## src/rtl/visor_hex_digitos.sv

```systemverilog
// visor_hex_digitos: rate-limited capture of six BCD digits onto six active-low 7-segment displays
// Ports: clk/reset (async, active-high); digit0..digit5 BCD in (digit0 = LSD), valid, overflow,
//        congelar (freeze); HEX0..HEX5 active-low {g,f,e,d,c,b,a}; actualizado = one-cycle new-value pulse
module visor_hex_digitos #(
    parameter int REFRESH_CYCLES = 5_000_000,
    parameter bit BLANK_LEADING  = 1
) (
    input  logic       clk,
    input  logic       reset,
    input  logic [3:0] digit0,
    input  logic [3:0] digit1,
    input  logic [3:0] digit2,
    input  logic [3:0] digit3,
    input  logic [3:0] digit4,
    input  logic [3:0] digit5,
    input  logic       valid,
    input  logic       overflow,
    input  logic       congelar,
    output logic [6:0] HEX0,
    output logic [6:0] HEX1,
    output logic [6:0] HEX2,
    output logic [6:0] HEX3,
    output logic [6:0] HEX4,
    output logic [6:0] HEX5,
    output logic       actualizado
);
    // a 1-cycle refresh still needs a 1-bit counter that simply stays at 0
    localparam int CW = REFRESH_CYCLES > 1 ? $clog2(REFRESH_CYCLES) : 1;

    logic [CW-1:0] cnt_q, cnt_d;
    logic          pend_q, pend_d, ovf_q, ovf_d, upd_q, upd_d, act_q, act_d;
    logic [3:0]    din [6];
    logic [3:0]    dig_q [6];
    logic [3:0]    dig_d [6];
    logic [6:0]    hex_q [6];
    logic [6:0]    hex_d [6];
    logic [5:0]    nz;
    logic          tc, cap;

    function automatic logic [6:0] seg7(input logic [3:0] d);
        case (d)
            4'd0:    seg7 = 7'b1000000;
            4'd1:    seg7 = 7'b1111001;
            4'd2:    seg7 = 7'b0100100;
            4'd3:    seg7 = 7'b0110000;
            4'd4:    seg7 = 7'b0011001;
            4'd5:    seg7 = 7'b0010010;
            4'd6:    seg7 = 7'b0000010;
            4'd7:    seg7 = 7'b1111000;
            4'd8:    seg7 = 7'b0000000;
            4'd9:    seg7 = 7'b0010000;
            default: seg7 = 7'b0000110;
        endcase
    endfunction

    assign din = '{digit0, digit1, digit2, digit3, digit4, digit5};

    always_comb begin
        tc     = cnt_q == CW'(REFRESH_CYCLES - 1);
        cap    = (pend_q | tc) & valid & ~congelar;
        cnt_d  = tc ? '0 : cnt_q + CW'(1);
        // capture wins over a simultaneous terminal count; tc keeps arming during a freeze
        pend_d = cap ? 1'b0 : (tc | pend_q);
        ovf_d  = cap ? overflow : ovf_q;
        upd_d  = cap;
        act_d  = upd_q;
        for (int k = 0; k < 6; k++) begin
            dig_d[k] = cap ? din[k] : dig_q[k];
            // nz[k]: some held digit at position k or above is non-zero (codes >9 included)
            nz[k] = 1'b0;
            for (int j = k; j < 6; j++) nz[k] = nz[k] | (dig_q[j] != 4'd0);
            hex_d[k] = !upd_q ? hex_q[k] :
                       ovf_q ? 7'b0111111 :
                       (BLANK_LEADING && k != 0 && !nz[k]) ? 7'b1111111 : seg7(dig_q[k]);
        end
    end

    always_ff @(posedge clk or posedge reset) begin
        if (reset) begin
            cnt_q  <= '0;
            pend_q <= 1'b1;
            ovf_q  <= 1'b0;
            upd_q  <= 1'b0;
            act_q  <= 1'b0;
            for (int k = 0; k < 6; k++) begin
                dig_q[k] <= 4'd0;
                hex_q[k] <= 7'b1111111;
            end
        end else begin
            cnt_q  <= cnt_d;
            pend_q <= pend_d;
            ovf_q  <= ovf_d;
            upd_q  <= upd_d;
            act_q  <= act_d;
            for (int k = 0; k < 6; k++) begin
                dig_q[k] <= dig_d[k];
                hex_q[k] <= hex_d[k];
            end
        end
    end

    assign HEX0        = hex_q[0];
    assign HEX1        = hex_q[1];
    assign HEX2        = hex_q[2];
    assign HEX3        = hex_q[3];
    assign HEX4        = hex_q[4];
    assign HEX5        = hex_q[5];
    assign actualizado = act_q;
endmodule

```

## config.mk

```make
export PLATFORM = sky130hd
export DESIGN_NAME = visor_hex_digitos
export DESIGN_NICKNAME = d
export VERILOG_FILES = /design/src/rtl/visor_hex_digitos.sv
export SDC_FILE = /design/constraint.sdc
export NUM_CORES = 1
export LEC_CHECK = 0
export ABC_AREA = 1
export BUFFER_PORTS_ARGS = -buffer_cell sky130_fd_sc_hd__buf_2
export CAP_MARGIN = 20
export CORE_ASPECT_RATIO = 1.75
export CORE_MARGIN = 1
export CORE_UTILIZATION = 58
export DETAILED_ROUTE_END_ITERATION = 7
export GPL_ROUTABILITY_DRIVEN = 0
export GPL_TIMING_DRIVEN = 0
export HOLD_SLACK_MARGIN = 0.1
export PLACE_DENSITY = 0.85
export SLEW_MARGIN = 20
export SYNTH_ARGS = -nofsm -noshare
export SYNTH_HDL_FRONTEND = slang
export SYNTH_SLANG_ARGS = --single-unit
export TNS_END_PERCENT = 50
```

## constraint.sdc

```tcl
create_clock -name clk -period 3.5 [get_ports clk]
set_input_delay 0.525 -clock clk [delete_from_list [all_inputs] [get_ports clk]]
set_output_delay 0.525 -clock clk [all_outputs]
set_load 0.01 [all_outputs]
```

==> run metrics, run 1 <==
outcome finished clean; largest net degree at the start of global routing 49; CP endpoint kind register; initial core utilization 0.606; Vias/cell 5.52; Ys Warns 0; CP arrival 2.19 ns; H-tree depth 3; Die Y 126 µm; worst stage delay on the critical path 0.42 ns; Finish-stage setup viols 0; largest family of logic cells by synthesized area simple AND/OR/NAND/NOR gates; worst setup path startpoint dig_q[1]; worst setup margin around 1.6 ns; HPWL after DPL 9390 µm; adder-cell share of the synthesized area 0.0760; share of cells above drive strength 1 0.207; vias 4660; vias in the first global route 4606; Clock Path Buffers 2; clock root buffer master clkbuf_16; Syn Inst Count 641; CP Class reg2reg; Diodes inserted 0; sequential area share after synthesis 0.466; min Tclk post-route 1.89 ns; crit-path most repeated cell nand2_1; Power per Cell Area 545 nW/µm²; most common cell after layout, fill and taps aside nand2_1; worst slew pin tran 0.612 ns; critical path's slowest cell dfrtp_1; distinct cell type count after synthesis 39; r2r setup slk 1.61 ns; Final Max Tran Viols 0; dpl cells 828; die area between 9000 and 10000 µm²; total gr overflow 0; RSZ-0062 raised after global routing no; port bufs 71; Post-DP Area 5630 µm²; DRT Pass-1 Iters 6; worst vdd ir a little under 300 µV; # DRC 0; reg-to-reg startpoint dig_q[1]; Met1 Wirelength 4490 µm; Hold-fix buffers, CTS 0; Worst setup SP type register; compound-gate portion of the synthesized area 0.0949; Max-slew headroom 0.592; total track usage 0.302; R2R Path End HEX1[6]; xor and xnor area share after synthesis 0.0137; Max Fclk 528 MHz; post-route ant nets 0; Critical Path End HEX1[6]; Post-Syn Nets about 700; number of nets in the layout 784; worst endpoint required time 3.79 ns; mux share of post-synthesis cell area 0; chip width approximately 73 µm; simple-gate share of the synthesized area 0.276; skew final about 0.0079 ns; Skew-Pair Late Insertion Delay 0.35 ns; fin area 5940 µm²; HP Class in2async; Worst Path Max Fanout 7; Final Cycle Share 0.541; 1st-iter DRT viols 430; met2 wire len 7150 µm; core area 8420 µm²; area delta synth->final 16.4%; CTS tree built; max-cap viol count 0; Lkg Pwr 3.06 nW; setup bufs post-CTS 0; Routed WL per cell 15.3 µm; WHS ~0.26 ns; syn_area_per_cell 7.96 µm²; Non-Filler Instances 844; TritonCTS buffer count 9; FF-to-FF path depth 8; number of gates resized after CTS 0; final wirelength 12900 µm; clock slew at reported path FFs 0.06 ns; Fin Setup TNS 0 ns; pre-CTS WS 1.67 ns; Netlist Area Pre-Place between 5000 and 6000 µm²; crit-path cells inv_1 > ha_1 > nand2_1 > nor2_1 > nand4_1 > nand2_1 > nand2_1 > nand2_1; final hold violations 0; Seq cells post-synth 93; antenna violations before repair 0; Max Used Layer met4; # rows 44; I/O pin count roughly 70; first-pass GRT wire length around 21000 µm; DR WL met3 715 µm; # clock sinks 93; most frequent cells in the layout nand2_1 (154), nor2_1 (96), inv_1 (73), buf_2 (73)
==> worst min path at each step <==
stage	from	endpoint	slack, ns	cells past startpoint
final	reset	ovf_q	0.26	2
after global routing	reset	dig_q[19]	0.32	2
after CTS	reset	ovf_q	0.28	2
after detailed placement	HEX4[6]	HEX4[6]	0.46	2
after global placement	cnt_q[21]	cnt_q[21]	0.46	2
after floorplan	act_d	actualizado	0.41	0
==> cells in the mapped netlist <==
cell type,count,share of area
o21bai_1,1,0.0015
nor2_2,3,0.0037
a21oi_1,32,0.031
o21ai_0,27,0.026
inv_1,74,0.054
clkinv_1,1,0.00073
inv_2,3,0.0022
or2_2,3,0.0037
nor3_1,9,0.0088
o21a_1,1,0.0015
a32oi_1,1,0.0017
nand2_1,154,0.11
nand3_4,2,0.0069
xnor2_1,1,0.0017
buf_1,1,0.00073
nor3b_1,1,0.0015
dfrtp_1,50,0.25
buf_6,2,0.0044
a31oi_1,7,0.0086
a21o_1,2,0.0029
a41oi_1,3,0.0051
nand3_1,50,0.049
nand2_4,2,0.0044
dfstp_2,43,0.22
nand2_2,2,0.0025
nand4_1,6,0.0074
nand3b_1,2,0.0029
a211oi_1,1,0.0015
clkbuf_1,8,0.0059
and3_1,1,0.0012
buf_4,2,0.0029
o22ai_1,5,0.0061
nor2_1,96,0.071
a32o_1,1,0.0020
ha_1,31,0.076
o211ai_1,3,0.0044
a22o_1,1,0.0017
buf_2,2,0.0020
xor2_1,7,0.012
==> cells by family after synthesis <==
group | Yosys count
compound gates | 85
fa+ha+maj | 31
simple gates | 331
buf+inv | 93
flops | 93
xor+xnor | 8
==> cell type report <==
cell class,instances,area (µm²)
Sequential cell,93,2380
Tap cell,115,144
Timing Repair Buffer,72,375
Clock buffer,11,243
Buffer,15,81.3
Inverter,78,295
Multi-Input combinational cell,455,2350
Clock inverter,5,73.8
Fill cell,668,2480
==> routing by layer <==
metal	vias to the layer above	track usage
met5	-	0
met4	0	0.159
met3	53	0.0552
met2	212	0.554
met1	2175	0.315
li1	2220	-
==> metrics by stage <==
step,util,power (mW)
2_1_floorplan,-,1.92
3_3_place_gp,0.665,2.13
3_5_place_dp,0.668,2.19
4_1_cts,0.706,3.24
5_1_grt,0.706,3.39
6_report,0.706,3.24
==> report_power, final <==
group	internal, mW	total [mW]	switching [mW]
combinational	0.284	0.727	0.444
sequential	1.33	1.46	0.135
clock	0.641	1.05	0.405
==> registers in the layout, summed over array words and instances (netlist names), 7 cells and up <==
register / flops
dig_q: 24
cnt_q: 23
HEX0: 7
HEX1: 7
HEX5: 7
HEX3: 7
HEX4: 7
HEX2: 7
==> critical path, delay by kind of cell (launching register included) <==
| family | cells | cell delay, ns |
|---|---|---|
| and+or+nand+nor | 6 | 1.08 |
| DFF | 1 | 0.42 |
| adders and majority gates | 1 | 0.20 |
| buffers and inverters | 1 | 0.14 |
Power figures use the tool's default switching activity.
==> run 2, diff against run 1 <==
Clock period 3.5 ns to 1.98 ns, I/O delays scaled along.
==> run metrics, run 2 (synthesized netlist as in run 1, its figures left out) <==
total gr overflow 0; worst endpoint required time approximately 2.3 ns; sw frac 0.294; Top reg by flops dig_q; Vias/cell 5.49; setup bufs post-CTS 0; worst vdd ir 546 µV; Clock Path Buffers 2; # rows 44; CP endpoint kind register; fin area 6020 µm²; 1st-iter DRT viols 316; Max-slew headroom 0.585; Layout fillers 657; clock root buffer master clkbuf_16; Finish-stage setup viols 0; Top Registers dig_q x24, cnt_q x23; number of nets in the layout around 790; most common cell after layout, fill and taps aside nand2_1; # clock sinks 93; min Tclk post-route around 1.8 ns; WHS approximately 0.18 ns; DR WL met3 447 µm; Diodes inserted 0; max-cap viol count 0; skew final between 0.002 and 0.003 ns; CTS tree built; final wirelength 12500 µm; Register Area ~2400 µm²; clock network fraction of design power 0.336; first-pass GRT wire length about 21000 µm; post-route ant nets 0; vias in the first global route 4685; HPWL after DPL 9500 µm; area delta synth->final 17.9%; Skew-Pair Late Insertion Delay 0.34 ns; port bufs 71; area of the multi-input gates 2350 µm²; share of cells above drive strength 1 0.209; HP Class in2reg; chip width ~73 µm; antenna violations before repair 0; worst slew pin tran 0.622 ns; I/O pin count 72; met2 wire len about 7000 µm; Power per Cell Area around 970 nW/µm²; Fin Setup TNS 0 ns; Max Fclk 556 MHz; max FFs per register 24; largest net degree at the start of global routing 29; Lkg Pwr 3.09 nW; CP arrival 2.07 ns; internal power 4.12 mW; Worst setup SP type register; Final Util 0.715; Die Y 126 µm; DRT Pass-1 Iters 5; Post-DP Area 5670 µm²; Pwr Total 5.83 mW; TritonCTS buffer count 9; sequential share of power 0.442; worst setup margin 0.181 ns; # DRC 0; clock slew at reported path FFs 0.06 ns; Worst Path Max Fanout 10; Non-Filler Instances around 850; Met1 Wirelength 4690 µm; final hold violations 0; Comb pwr share 0.222; most frequent cells in the layout nand2_1 (154), nor2_1 (95), inv_1 (73), buf_2 (73); Final Max Tran Viols 0; dpl cells between 800 and 900; switching pwr 1.71 mW; vias 4648; Max Used Layer met4; initial core utilization 0.606; CP Class reg2reg; Final Cycle Share 0.909; Routed WL per cell 14.8 µm; core area 8420 µm²; H-tree depth 3; pre-CTS WS 0.164 ns; die area 9200 µm²; outcome finished clean; RSZ-0062 raised after global routing no; total track usage 0.291
## run 2: cell count changes in the layout (fill, tap and decap cells not counted), sizes merged
cell / change
inv: -1
bufinv: +1
dlygate4sd3: +1
clkinvlp: +1
clkinv: -1
buf: +2
## run 2: power by group through the flow
stage / Combinational [mW] / Sequential (mW) / Clock (mW)
final: 1.29 / 2.58 / 1.96
after global routing: 1.46 / 2.62 / 2.04
after CTS: 1.29 / 2.58 / 1.96
after detailed placement: 1.27 / 2.60 / 0
after global placement: 1.19 / 2.58 / 0
after floorplan: 0.719 / 2.68 / 0
## run 2: worst paths after layout
| check | startpoint | end | slack [ns] | cells past startpoint |
|---|---|---|---|---|
| setup / recovery | act_d | HEX4[2] | 0.18 | 4 |
| hold / removal | overflow | ovf_q | 0.18 | 3 |
| setup reg to reg | act_d | HEX4[2] | 0.18 | 4 |
| hold reg to reg | HEX2[6] | HEX2[6] | 0.47 | 2 |
| max in group asynchronous | reset | HEX4[0] | 0.98 | 4 |
| min in group asynchronous | reset | cnt_q[15] | 0.48 | 3 |
## run 2: area by class of cell
type                    count  area share
clock inverters             5      0.0162
clock buffers              11      0.0403
plain buffers              15      0.0135
inverters                  78      0.0493
well taps                 115      0.0239
repair buffers             75      0.0707
flip-flops and latches     93       0.395
multi-input cells         455       0.391
## run 2: critical path: stages, from the launching register on
cell and delay (ns):
dfrtp_1 0.43, clkbuf_1 0.48, clkbuf_1 0.55, nor2_1 0.13
a21oi_1 0.14
## run 2: what timing repair did
action                     CTS  global route
hold endpoints to repair     8             0
setup endpoints to repair    0             5
gates resized for setup      0             1
hold buffers                 1             0
## run 2: routing by layer
layer  track usage  vias up
li1              -     2228
met5             0        -
met1         0.305     2216
met2         0.538      157
met4         0.156        0
met3        0.0440       47
==> run 3, diff against run 2 <==
Clock period 1.98 ns to 1.7 ns, I/O delays scaled along.
==> run metrics, run 3 (synthesized netlist as in run 1, its figures left out) <==
Layout fillers 639; Lkg Pwr 3.14 nW; 1st-iter DRT viols 357; Skew-Pair Late Insertion Delay 0.34 ns; worst slew pin tran 0.581 ns; port bufs 71; initial core utilization 0.606; most frequent cells in the layout nand2_1 (153), nor2_1 (91), buf_2 (74); total gr overflow 0; DRT Pass-1 Iters 5; worst setup margin 0.0859 ns; RSZ-0062 raised after global routing yes; CP endpoint kind register; number of nets in the layout 796; final wirelength 12800 µm; Post-DP Area about 5700 µm²; WHS between 0.1 and 0.15 ns; Worst setup SP type register; CP Class reg2reg; TritonCTS buffer count 9; # clock sinks just over 90; WHS Path Cells 3; Worst Path Max Fanout 10; skew final 0.00387 ns; Hold Startpoint overflow; Finish-stage setup viols 0; max-cap viol count 0; GR Layer Usage met3 0.0432; CTS tree built; Vias/cell ~5.5; met2 usage 0.537; reg-to-reg startpoint ovf_q; Routed WL per cell 15.0 µm; HPWL after DPL approximately 9500 µm; clock root buffer master clkbuf_16; post-route ant nets 0; GRT busiest layer met2; worst setup path startpoint ovf_q; Fin Setup TNS 0 ns; final hold violations 0; CP arrival about 1.9 ns; HP Class in2reg; fin area 6130 µm²; chip width 72.9 µm; Power per Cell Area between 1000 and 1500 nW/µm²; Die Y 126 µm; Top reg by flops dig_q; H-tree depth 3; Final Max Tran Viols 0; antenna violations before repair 0; max FFs per register 24; Non-Filler Instances 856; total track usage 0.291; dpl cells 830; min Tclk post-route approximately 1.6 ns; most common cell after layout, fill and taps aside nand2_1; pre-CTS WS -0.116 ns; worst vdd ir 647 µV; met1 usage 0.306; die area between 9000 and 10000 µm²; Top Registers dig_q x24, cnt_q x23; vias roughly 4700; Max Fclk 620 MHz; Diodes inserted 0; core area 8420 µm²; vias in the first global route 4680; clock slew at reported path FFs 0.06 ns; FF-to-FF path depth 6; outcome finished clean; first-pass GRT wire length 20500 µm; largest net degree at the start of global routing 29; worst endpoint required time 1.99 ns; # rows 44; Max-slew headroom 0.613; Clock Path Buffers 2; Final Cycle Share 0.949; area delta synth->final 20.0%; I/O pin count 72; share of cells above drive strength 1 0.238; # DRC 0
[run 3: cell count changes in the layout (fill, tap and decap cells not counted), sizes merged]
cell,delta
buf,+9
[run 3: critical path, cell delays in order (launching register included)]
cell and delay (ns):
dfrtp_1 0.40, inv_1 0.15, nand2_1 0.26, clkinv_2 0.22
buf_2 0.29, o21ai_0 0.16, nand2_1 0.09
[run 3: layer usage]
metal,wire [µm],vias to the layer above
met3,521,43
met4,452,0
met2,7090,159
met5,0,-
li1,-,2247
met1,4760,2223
[run 3: final cells by class]
class                   instances  area [µm²]  area share
multi-input cells             455        2390       0.390
flip-flops and latches         93        2380       0.389
repair buffers                 84         493      0.0805
inverters                      78         298      0.0486
clock buffers                  11         243      0.0396
well taps                     115         144      0.0235
clock inverters                 5        97.6      0.0159
plain buffers                  15        83.8      0.0137
[run 3: final timing paths]
path / slack (ns) / to
max: 0.09 / HEX4[6]
min: 0.14 / ovf_q
max reg2reg: 0.09 / HEX4[6]
min reg2reg: 0.47 / HEX2[6]
max in group asynchronous: 0.74 / HEX4[0]
min in group asynchronous: 0.44 / cnt_q[15]
[run 3: timing repair]
action | CTS | global route
pin swaps | 2 | 3
hold buffers | 1 | 0
setup endpoints to repair | 37 | 38
setup buffers | 1 | 8
hold endpoints to repair | 8 | 0
resized for setup | 8 | 10
[run 3: report_power, final]
| part | leakage (nW) | internal, mW | switching (mW) | total [mW] |
|---|---|---|---|---|
| logic | 1.87 | 0.612 | 0.937 | 1.55 |
| clock network | 0.165 | 1.47 | 0.814 | 2.28 |
| registers | 1.11 | 2.73 | 0.269 | 3.00 |
[run 3: per-stage QoR]
step	utilization	total power, mW
finish	0.727	6.83
global route	0.727	7.17
CTS	0.718	6.80
detailed placement	0.673	4.51
global placement	0.666	4.40
floorplan	-	3.95
